[src/rtl/instr_fetch_unit_if.sv]
// Loader and core-fetch signal bundle for instr_fetch_unit.
// master: the loader/core side; slave: the fetch unit.
interface instr_fetch_unit_if #(
    parameter int unsigned IW = 6,
    parameter int unsigned AW = 6
);
    // Loader channel
    logic          load_valid;
    logic [IW-1:0] load_data;
    logic          load_last;
    logic          load_ready;

    // Control
    logic          reload;

    // Core fetch channel
    logic          fetch_req;
    logic [AW-1:0] fetch_addr;
    logic [IW-1:0] IR;
    logic          ir_valid;
    logic          addr_err;

    // Status
    logic [AW:0]   prog_len;
    logic          busy;

    modport master (
        output load_valid, load_data, load_last, reload, fetch_req, fetch_addr,
        input  load_ready, IR, ir_valid, addr_err, prog_len, busy
    );

    modport slave (
        input  load_valid, load_data, load_last, reload, fetch_req, fetch_addr,
        output load_ready, IR, ir_valid, addr_err, prog_len, busy
    );
endinterface

[src/rtl/instr_fetch_unit.sv]
// Instruction store and fetch front-end.
// LOAD streams words into program memory; RUN serves fetches with one cycle
// of latency from the request edge. Addresses at or beyond prog_len return a
// NOP with addr_err, so unreset memory contents never reach the core.
module instr_fetch_unit #(
    parameter int unsigned DEPTH = 64,
    parameter int unsigned IW    = 6,
    parameter int unsigned AW    = 6
) (
    input  logic              clk,
    input  logic              rst_n,
    instr_fetch_unit_if.slave bus
);
    localparam int unsigned LW = AW + 1;

    typedef enum logic {
        LOAD = 1'b0,
        RUN  = 1'b1
    } state_t;

    state_t        state_q;
    state_t        state_next;
    logic [AW-1:0] wr_ptr_q;
    logic [AW-1:0] wr_ptr_next;
    logic [LW-1:0] prog_len_q;
    logic [LW-1:0] prog_len_next;
    logic          load_ready_q;

    logic          accept_c;
    logic          fetch_take_c;
    logic          fetch_oor_c;

    // Request stage: captured on the request edge
    logic          fetch_v_q;
    logic          fetch_oor_q;
    logic [IW-1:0] rd_data_q;

    // Output stage: updated on the edge after the request edge
    logic [IW-1:0] ir_q;
    logic          ir_valid_q;
    logic          addr_err_q;

    logic [IW-1:0] mem [DEPTH];

    // Next-state, pointer and length update; reload overrides everything
    always_comb begin
        state_next    = state_q;
        wr_ptr_next   = wr_ptr_q;
        prog_len_next = prog_len_q;
        accept_c      = 1'b0;
        fetch_take_c  = 1'b0;
        fetch_oor_c   = LW'(bus.fetch_addr) >= prog_len_q;

        case (state_q)
            LOAD: begin
                accept_c = bus.load_valid && load_ready_q && !bus.reload;
                if (accept_c) begin
                    wr_ptr_next   = wr_ptr_q + AW'(1);
                    prog_len_next = prog_len_q + LW'(1);
                    if (bus.load_last || (prog_len_q == LW'(DEPTH - 1))) begin
                        state_next = RUN;
                    end
                end
            end
            RUN: begin
                fetch_take_c = bus.fetch_req && !bus.reload;
            end
            default: begin
                state_next = LOAD;
            end
        endcase

        if (bus.reload) begin
            state_next    = LOAD;
            wr_ptr_next   = '0;
            prog_len_next = '0;
        end
    end

    // Control state, pointers and request stage
    always_ff @(posedge clk or negedge rst_n) begin
        if (!rst_n) begin
            state_q      <= LOAD;
            wr_ptr_q     <= '0;
            prog_len_q   <= '0;
            load_ready_q <= 1'b1;
            fetch_v_q    <= 1'b0;
            fetch_oor_q  <= 1'b0;
        end else begin
            state_q      <= state_next;
            wr_ptr_q     <= wr_ptr_next;
            prog_len_q   <= prog_len_next;
            load_ready_q <= (state_next == LOAD);
            fetch_v_q    <= fetch_take_c;
            fetch_oor_q  <= fetch_oor_c;
        end
    end

    // Program memory write port and synchronous read port (no reset)
    always_ff @(posedge clk) begin
        if (accept_c) begin
            mem[wr_ptr_q] <= bus.load_data;
        end
        if (fetch_take_c) begin
            rd_data_q <= mem[bus.fetch_addr];
        end
    end

    // Fetch result: NOP for out-of-program addresses, IR holds when idle
    always_ff @(posedge clk or negedge rst_n) begin
        if (!rst_n) begin
            ir_q       <= '0;
            ir_valid_q <= 1'b0;
            addr_err_q <= 1'b0;
        end else begin
            ir_valid_q <= fetch_v_q;
            addr_err_q <= fetch_v_q && fetch_oor_q;
            if (fetch_v_q) begin
                ir_q <= fetch_oor_q ? '0 : rd_data_q;
            end
        end
    end

    assign bus.load_ready = load_ready_q;
    assign bus.busy       = load_ready_q;
    assign bus.prog_len   = prog_len_q;
    assign bus.IR         = ir_q;
    assign bus.ir_valid   = ir_valid_q;
    assign bus.addr_err   = addr_err_q;
endmodule

[src/flat_wrapper.sv]
// flat-port wrapper written by rule: the top's interface ports become plain ports
module instr_fetch_unit_flat 
#(
    parameter int unsigned DEPTH = 64,
    parameter int unsigned IW    = 6,
    parameter int unsigned AW    = 6
)
  (clk, rst_n, bus_load_valid, bus_load_data, bus_load_last, bus_reload, bus_fetch_req, bus_fetch_addr, bus_load_ready, bus_IR, bus_ir_valid, bus_addr_err, bus_prog_len, bus_busy);
  instr_fetch_unit_if #(.IW(IW), .AW(AW)) bus_i ();
  input  logic clk;
  input  logic rst_n;
  input wire logic [$bits(bus_i.load_valid)-1:0] bus_load_valid;
  input wire logic [$bits(bus_i.load_data)-1:0] bus_load_data;
  input wire logic [$bits(bus_i.load_last)-1:0] bus_load_last;
  input wire logic [$bits(bus_i.reload)-1:0] bus_reload;
  input wire logic [$bits(bus_i.fetch_req)-1:0] bus_fetch_req;
  input wire logic [$bits(bus_i.fetch_addr)-1:0] bus_fetch_addr;
  output wire logic [$bits(bus_i.load_ready)-1:0] bus_load_ready;
  output wire logic [$bits(bus_i.IR)-1:0] bus_IR;
  output wire logic [$bits(bus_i.ir_valid)-1:0] bus_ir_valid;
  output wire logic [$bits(bus_i.addr_err)-1:0] bus_addr_err;
  output wire logic [$bits(bus_i.prog_len)-1:0] bus_prog_len;
  output wire logic [$bits(bus_i.busy)-1:0] bus_busy;
  assign bus_i.load_valid = bus_load_valid;
  assign bus_i.load_data = bus_load_data;
  assign bus_i.load_last = bus_load_last;
  assign bus_i.reload = bus_reload;
  assign bus_i.fetch_req = bus_fetch_req;
  assign bus_i.fetch_addr = bus_fetch_addr;
  assign bus_load_ready = bus_i.load_ready;
  assign bus_IR = bus_i.IR;
  assign bus_ir_valid = bus_i.ir_valid;
  assign bus_addr_err = bus_i.addr_err;
  assign bus_prog_len = bus_i.prog_len;
  assign bus_busy = bus_i.busy;
  instr_fetch_unit #(.DEPTH(DEPTH), .IW(IW), .AW(AW)) u_core (.clk(clk), .rst_n(rst_n), .bus(bus_i));
endmodule
[config.mk]
export PLATFORM = sky130hd
export DESIGN_NAME = instr_fetch_unit_flat
export DESIGN_NICKNAME = d
export VERILOG_FILES = /design/src/rtl/instr_fetch_unit_if.sv /design/src/rtl/instr_fetch_unit.sv /design/src/flat_wrapper.sv
export SDC_FILE = /design/constraint.sdc
export NUM_CORES = 1
export LEC_CHECK = 0
export CAP_MARGIN = 10
export CORE_ASPECT_RATIO = 0.5
export CORE_MARGIN = 4
export CORE_UTILIZATION = 45
export DETAILED_ROUTE_END_ITERATION = 8
export GPL_ROUTABILITY_DRIVEN = 0
export MAX_ROUTING_LAYER = met4
export PLACE_DENSITY_LB_ADDON = 0.3
export SLEW_MARGIN = 20
export SYNTH_ARGS = -nofsm -noshare
export SYNTH_HDL_FRONTEND = slang
export SYNTH_SLANG_ARGS = --single-unit
export TNS_END_PERCENT = 100
[constraint.sdc]
create_clock -name clk -period 2.2 [get_ports clk]
set_input_delay 0.66 -clock clk [delete_from_list [all_inputs] [get_ports clk]]
set_output_delay 0.66 -clock clk [all_outputs]
set_load 0.05 [all_outputs]
==> impl_results.html, run 1 <==
<table>
<tr><th>Metric</th><th>Value</th></tr>
<tr><th colspan="2">Status</th></tr>
<tr><td>Result of the run</td><td>finished clean</td></tr>
<tr><th colspan="2">Setup path</th></tr>
<tr><td>Data arrival time of the worst path</td><td>2.41 ns</td></tr>
<tr><td>Source of the worst register-to-register timing path</td><td>u_core.mem[8][4]</td></tr>
<tr><td>CP Cell Sequence</td><td>buf_16, buf_4, mux4_2, mux2i_2, a211o_1, a31oi_1, or3_1</td></tr>
<tr><td>Reg2Reg Depth</td><td>6</td></tr>
<tr><td>Worst-path maximum fanout</td><td>19</td></tr>
<tr><td>FF-to-FF setup slack</td><td>0.13 ns</td></tr>
<tr><td>Largest incremental delay on the critical path</td><td>0.51 ns</td></tr>
<tr><td>Critical register-to-register path endpoint</td><td>u_core.rd_data_q[4]</td></tr>
<tr><td>Critical Setup Path Class</td><td>in2reg</td></tr>
<tr><td>Critical Path End Type</td><td>flop</td></tr>
<tr><td>Type of element launching the critical path</td><td>input port</td></tr>
<tr><td>WP data required</td><td>~2.5 ns</td></tr>
<tr><td>Critical path's slowest cell</td><td>mux4_2</td></tr>
<tr><th colspan="2">Timing</th></tr>
<tr><td>Slew HR</td><td>51.6%</td></tr>
<tr><td>Transition time at the pin with the least slew margin</td><td>slightly above 0.7 ns</td></tr>
<tr><td>Smallest hold slack</td><td>0.494 ns</td></tr>
<tr><td>Number of hold violations in the final report</td><td>0</td></tr>
<tr><td>Largest clock skew in the final design</td><td>between 0.009 and 0.01 ns</td></tr>
<tr><td>Final Cycle Share</td><td>97.2%</td></tr>
<tr><td>Total count of max-transition violations in the final report</td><td>0</td></tr>
<tr><td>Final worst slack</td><td>between 0.06 and 0.07 ns</td></tr>
<tr><td>Achievable clock frequency</td><td>~470 MHz</td></tr>
<tr><td>Number of endpoints failing setup at the final stage</td><td>0</td></tr>
<tr><td>Crit path time final</td><td>2.14 ns</td></tr>
<tr><th colspan="2">CTS</th></tr>
<tr><td>Number of buffers inserted for hold repair after clock tree synthesis</td><td>0</td></tr>
<tr><td>Clock slew at the register clock pins of the worst setup and hold paths</td><td>0.06 ns</td></tr>
<tr><td>Clock Sink Count</td><td>415</td></tr>
<tr><td>Clock buffer count from CTS</td><td>40</td></tr>
<tr><td>Clock latency of the later-clocked register in the worst-skew pair</td><td>0.53 ns</td></tr>
<tr><td>Post-CTS Repair Setup Buffers</td><td>0</td></tr>
<tr><td>Clock buffer depth</td><td>3</td></tr>
<tr><td>CTS Root Buffer Type</td><td>clkbuf_16</td></tr>
<tr><td>Number of H-tree levels</td><td>2</td></tr>
<tr><td>TritonCTS clock tree</td><td>yes</td></tr>
<tr><th colspan="2">Floorplan</th></tr>
<tr><td>Effective utilization at floorplan</td><td>46.0%</td></tr>
<tr><td>Floorplan die area</td><td>40300 um2</td></tr>
<tr><td>Row count</td><td>49</td></tr>
<tr><td>Die boundary width</td><td>about 280 um</td></tr>
<tr><td>Die outline height</td><td>144 um</td></tr>
<tr><td>Standard cell core area</td><td>36200 um2</td></tr>
<tr><td>Top-level I/O count</td><td>35</td></tr>
<tr><th colspan="2">Job</th></tr>
<tr><td>Max-Cap Viols</td><td>0</td></tr>
<tr><th colspan="2">Global route</th></tr>
<tr><td>Wire length of the first global-routing pass</td><td>57500 um</td></tr>
<tr><td>Pin count of the biggest net entering global routing</td><td>65</td></tr>
<tr><td>Initial antenna violation count</td><td>1</td></tr>
<tr><td>Overall track demand over capacity in global routing</td><td>19.8%</td></tr>
<tr><td>Final global-route overflow total</td><td>0</td></tr>
<tr><td>Vias in the first global route</td><td>slightly above 9000</td></tr>
<tr><th colspan="2">Logic synthesis</th></tr>
<tr><td>Mapped Nets</td><td>908</td></tr>
<tr><td>Yosys Warn Count</td><td>0</td></tr>
<tr><td>FFs w/ async S/R, synth</td><td>6.02%</td></tr>
<tr><td>Number of flip-flops and latches in the synthesized netlist</td><td>415</td></tr>
<tr><td>Fraction of the yosys area taken by sequential cells</td><td>74.2%</td></tr>
<tr><td>Syn Area/Cell</td><td>18.9 um2</td></tr>
<tr><td>Synthesized area</td><td>16600 um2</td></tr>
<tr><td>Count of different cell masters after synthesis</td><td>42</td></tr>
<tr><td>Most area-hungry cell type in the Yosys netlist</td><td>edfxtp_1</td></tr>
<tr><td>Count of flip-flops with a built-in enable after synthesis</td><td>390</td></tr>
<tr><td>Dominant cells by area after synthesis</td><td>edfxtp_1 70%, mux4_2 9.2%, dfrtp_1 3.6%, mux4_1 2.8%, nor2_1 2.1%</td></tr>
<tr><td>Post-synthesis cell count</td><td>882</td></tr>
<tr><td>Share of the synthesized area in the top cell type</td><td>between 70% and 80%</td></tr>
<tr><td>Primary FF master, synth</td><td>edfxtp_1</td></tr>
<tr><th colspan="2">Layout</th></tr>
<tr><td>Leading cell types in the layout, fill and taps excluded</td><td>390 x edfxtp_1, 141 x buf_4, 74 x mux4_2</td></tr>
<tr><td>Layout cell share with drive strength beyond 1</td><td>about a third</td></tr>
<tr><td>Commonest non-fill, non-tap cell in the layout</td><td>edfxtp_1</td></tr>
<tr><td>Layout overhead on the synthesized area</td><td>21.6%</td></tr>
<tr><td>Layout Nets</td><td>~1100</td></tr>
<tr><th colspan="2">Drt</th></tr>
<tr><td>Post-route ant nets</td><td>0</td></tr>
<tr><td>Number of vias per cell</td><td>5.71</td></tr>
<tr><td>Number of design-rule violations left by the first detailed-router iteration</td><td>992</td></tr>
<tr><td>DRC viols</td><td>0</td></tr>
<tr><td>Vias after detailed routing</td><td>9004</td></tr>
<tr><td>Drt first pass iters</td><td>5</td></tr>
<tr><td>Wire length reported by the detailed router</td><td>37800 um</td></tr>
<tr><td>Post-detailed-route wirelength per cell</td><td>around 24 um</td></tr>
<tr><th colspan="2">Min path</th></tr>
<tr><td>HP Class</td><td>in2async</td></tr>
<tr><th colspan="2">Power</th></tr>
<tr><td>Peak VDD IR</td><td>0.424 mV</td></tr>
<tr><td>Reported leakage power</td><td>a little under 7 nW</td></tr>
<tr><td>Ratio of total power to cell area</td><td>829 nW/um2</td></tr>
<tr><th colspan="2">Placement</th></tr>
<tr><td>Port Buffer Count</td><td>34</td></tr>
<tr><td>Post-DP HPWL</td><td>24600 um</td></tr>
<tr><td>Minimum setup slack after placement</td><td>-0.693 ns</td></tr>
</table>
## sequential cells by signal (all words and copies together) (netlist names), 6 cells and up
name,flops
u_core.wr_ptr_q,6
u_core.rd_data_q,6
u_core.bus.prog_len,7
u_core.bus.IR,6
u_core.mem,384
## worst max-delay path: cells and delay by family
| kind | cells | cell delay (ns) |
|---|---|---|
| AOI/OAI and AO/OA | 2 | 0.33 |
| and+or+nand+nor | 1 | 0.35 |
| muxes | 2 | 0.71 |
| buffers and inverters | 2 | 0.34 |
## per-stage QoR
| step | util, % | cell area [um2] | cells | setup TNS (ns) | power, mW |
|---|---|---|---|---|---|
| after floorplan | - | 16900 | 882 | -32.99 | 9.45 |
| after CTS | 55.8 | 20200 | 1577 | 0 | 16.9 |
| after global routing | 55.9 | 20200 | 1578 | -0.00158 | 17.3 |
| final | 55.9 | 20200 | 1578 | 0 | 16.8 |
| after global placement | 52.1 | 18800 | 1506 | -135.89 | 9.93 |
| after detailed placement | 52.1 | 18800 | 1506 | -130.41 | 9.95 |
## cell families (layout without fill, tap and decap cells)
logic type / count (synthesis) / in the layout / synth area share, %
compound gates: 75 / 75 / 3.02
other cells: 0 / 1 / 0
buf+inv: 62 / 273 / 2.05
xor+xnor: 10 / 10 / 0.527
simple gates: 192 / 192 / 5.49
fa+ha+maj: 8 / 8 / 0.602
flops: 415 / 415 / 74.2
mux: 120 / 120 / 14.1
## Yosys cell counts (6+ instances only)
master	count
buf_2	9
or3_1	7
o21ai_0	16
nand3_1	9
clkbuf_1	17
nor2_1	92
inv_1	13
a31oi_1	11
edfxtp_1	390
a2111oi_0	6
nand2b_1	9
buf_4	10
a211oi_1	8
xnor2_1	6
mux4_1	18
nand3b_1	8
ha_1	8
mux2i_1	33
nor3_1	6
dfrtp_1	24
buf_6	8
mux4_2	68
nand2_1	24
a21oi_1	11
nor2b_1	20
a22oi_1	13
## how the worst max path moves through the flow
| stage | from | endpoint | slack (ns) | cells after the start |
|---|---|---|---|---|
| after global placement | bus_fetch_addr[0] | u_core.rd_data_q[2] | -0.66 | 9 |
| after floorplan | bus_fetch_addr[0] | u_core.rd_data_q[0] | -0.19 | 5 |
| final | bus_fetch_addr[0] | u_core.rd_data_q[3] | 0.06 | 7 |
| after CTS | bus_fetch_addr[2] | u_core.rd_data_q[3] | 0.04 | 9 |
| after global routing | bus_fetch_addr[1] | u_core.rd_data_q[4] | -0.002 | 9 |
| after detailed placement | bus_fetch_addr[0] | u_core.rd_data_q[2] | -0.69 | 9 |
## layout make-up
class	instances	area, um2
fill	2748	15900
sequential	415	12300
multi-input combinational	405	4160
timing repair buffer	189	1740
clock buffer	52	1070
tap	484	606
clock inverter	19	263
inverter	13	48.8
antenna	1	2.50
## where the power goes
group / leakage, nW / internal, mW / switching (mW) / total [mW]
sequential: 3.84 / 8.68 / 0.0378 / 8.72
clock: 0.650 / 4.24 / 2.75 / 6.99
combinational: 2.38 / 0.445 / 0.613 / 1.06
## metal layers
metal	up-vias	GRT usage [%]	wire length [um]
met3	51	4.01	2600
li1	3916	-	-
met2	301	29.8	17000
met1	4736	28.4	17500
met5	-	-	0
met4	0	4.34	709
## repair_timing
item,4_1_cts,5_1_grt
endpoints found under the setup margin,12,19
gates resized for setup,12,10
pin swaps,1,0
endpoints found under the hold margin,0,0
No activity file was read; power rests on OpenSTA's default activity.
==> run 2: changes to the inputs <==
Settings changed: CAP_MARGIN 10 to unset.
==> results of run 2 <==
Same layout as run 1: the final DEF is identical, and so are final timing and power.
==> run 3: changes to the inputs <==
Settings changed: CTS_CLUSTER_DIAMETER set to 150.
==> results of run 3 <==
Same layout as run 1: the final DEF is identical, and so are final timing and power.
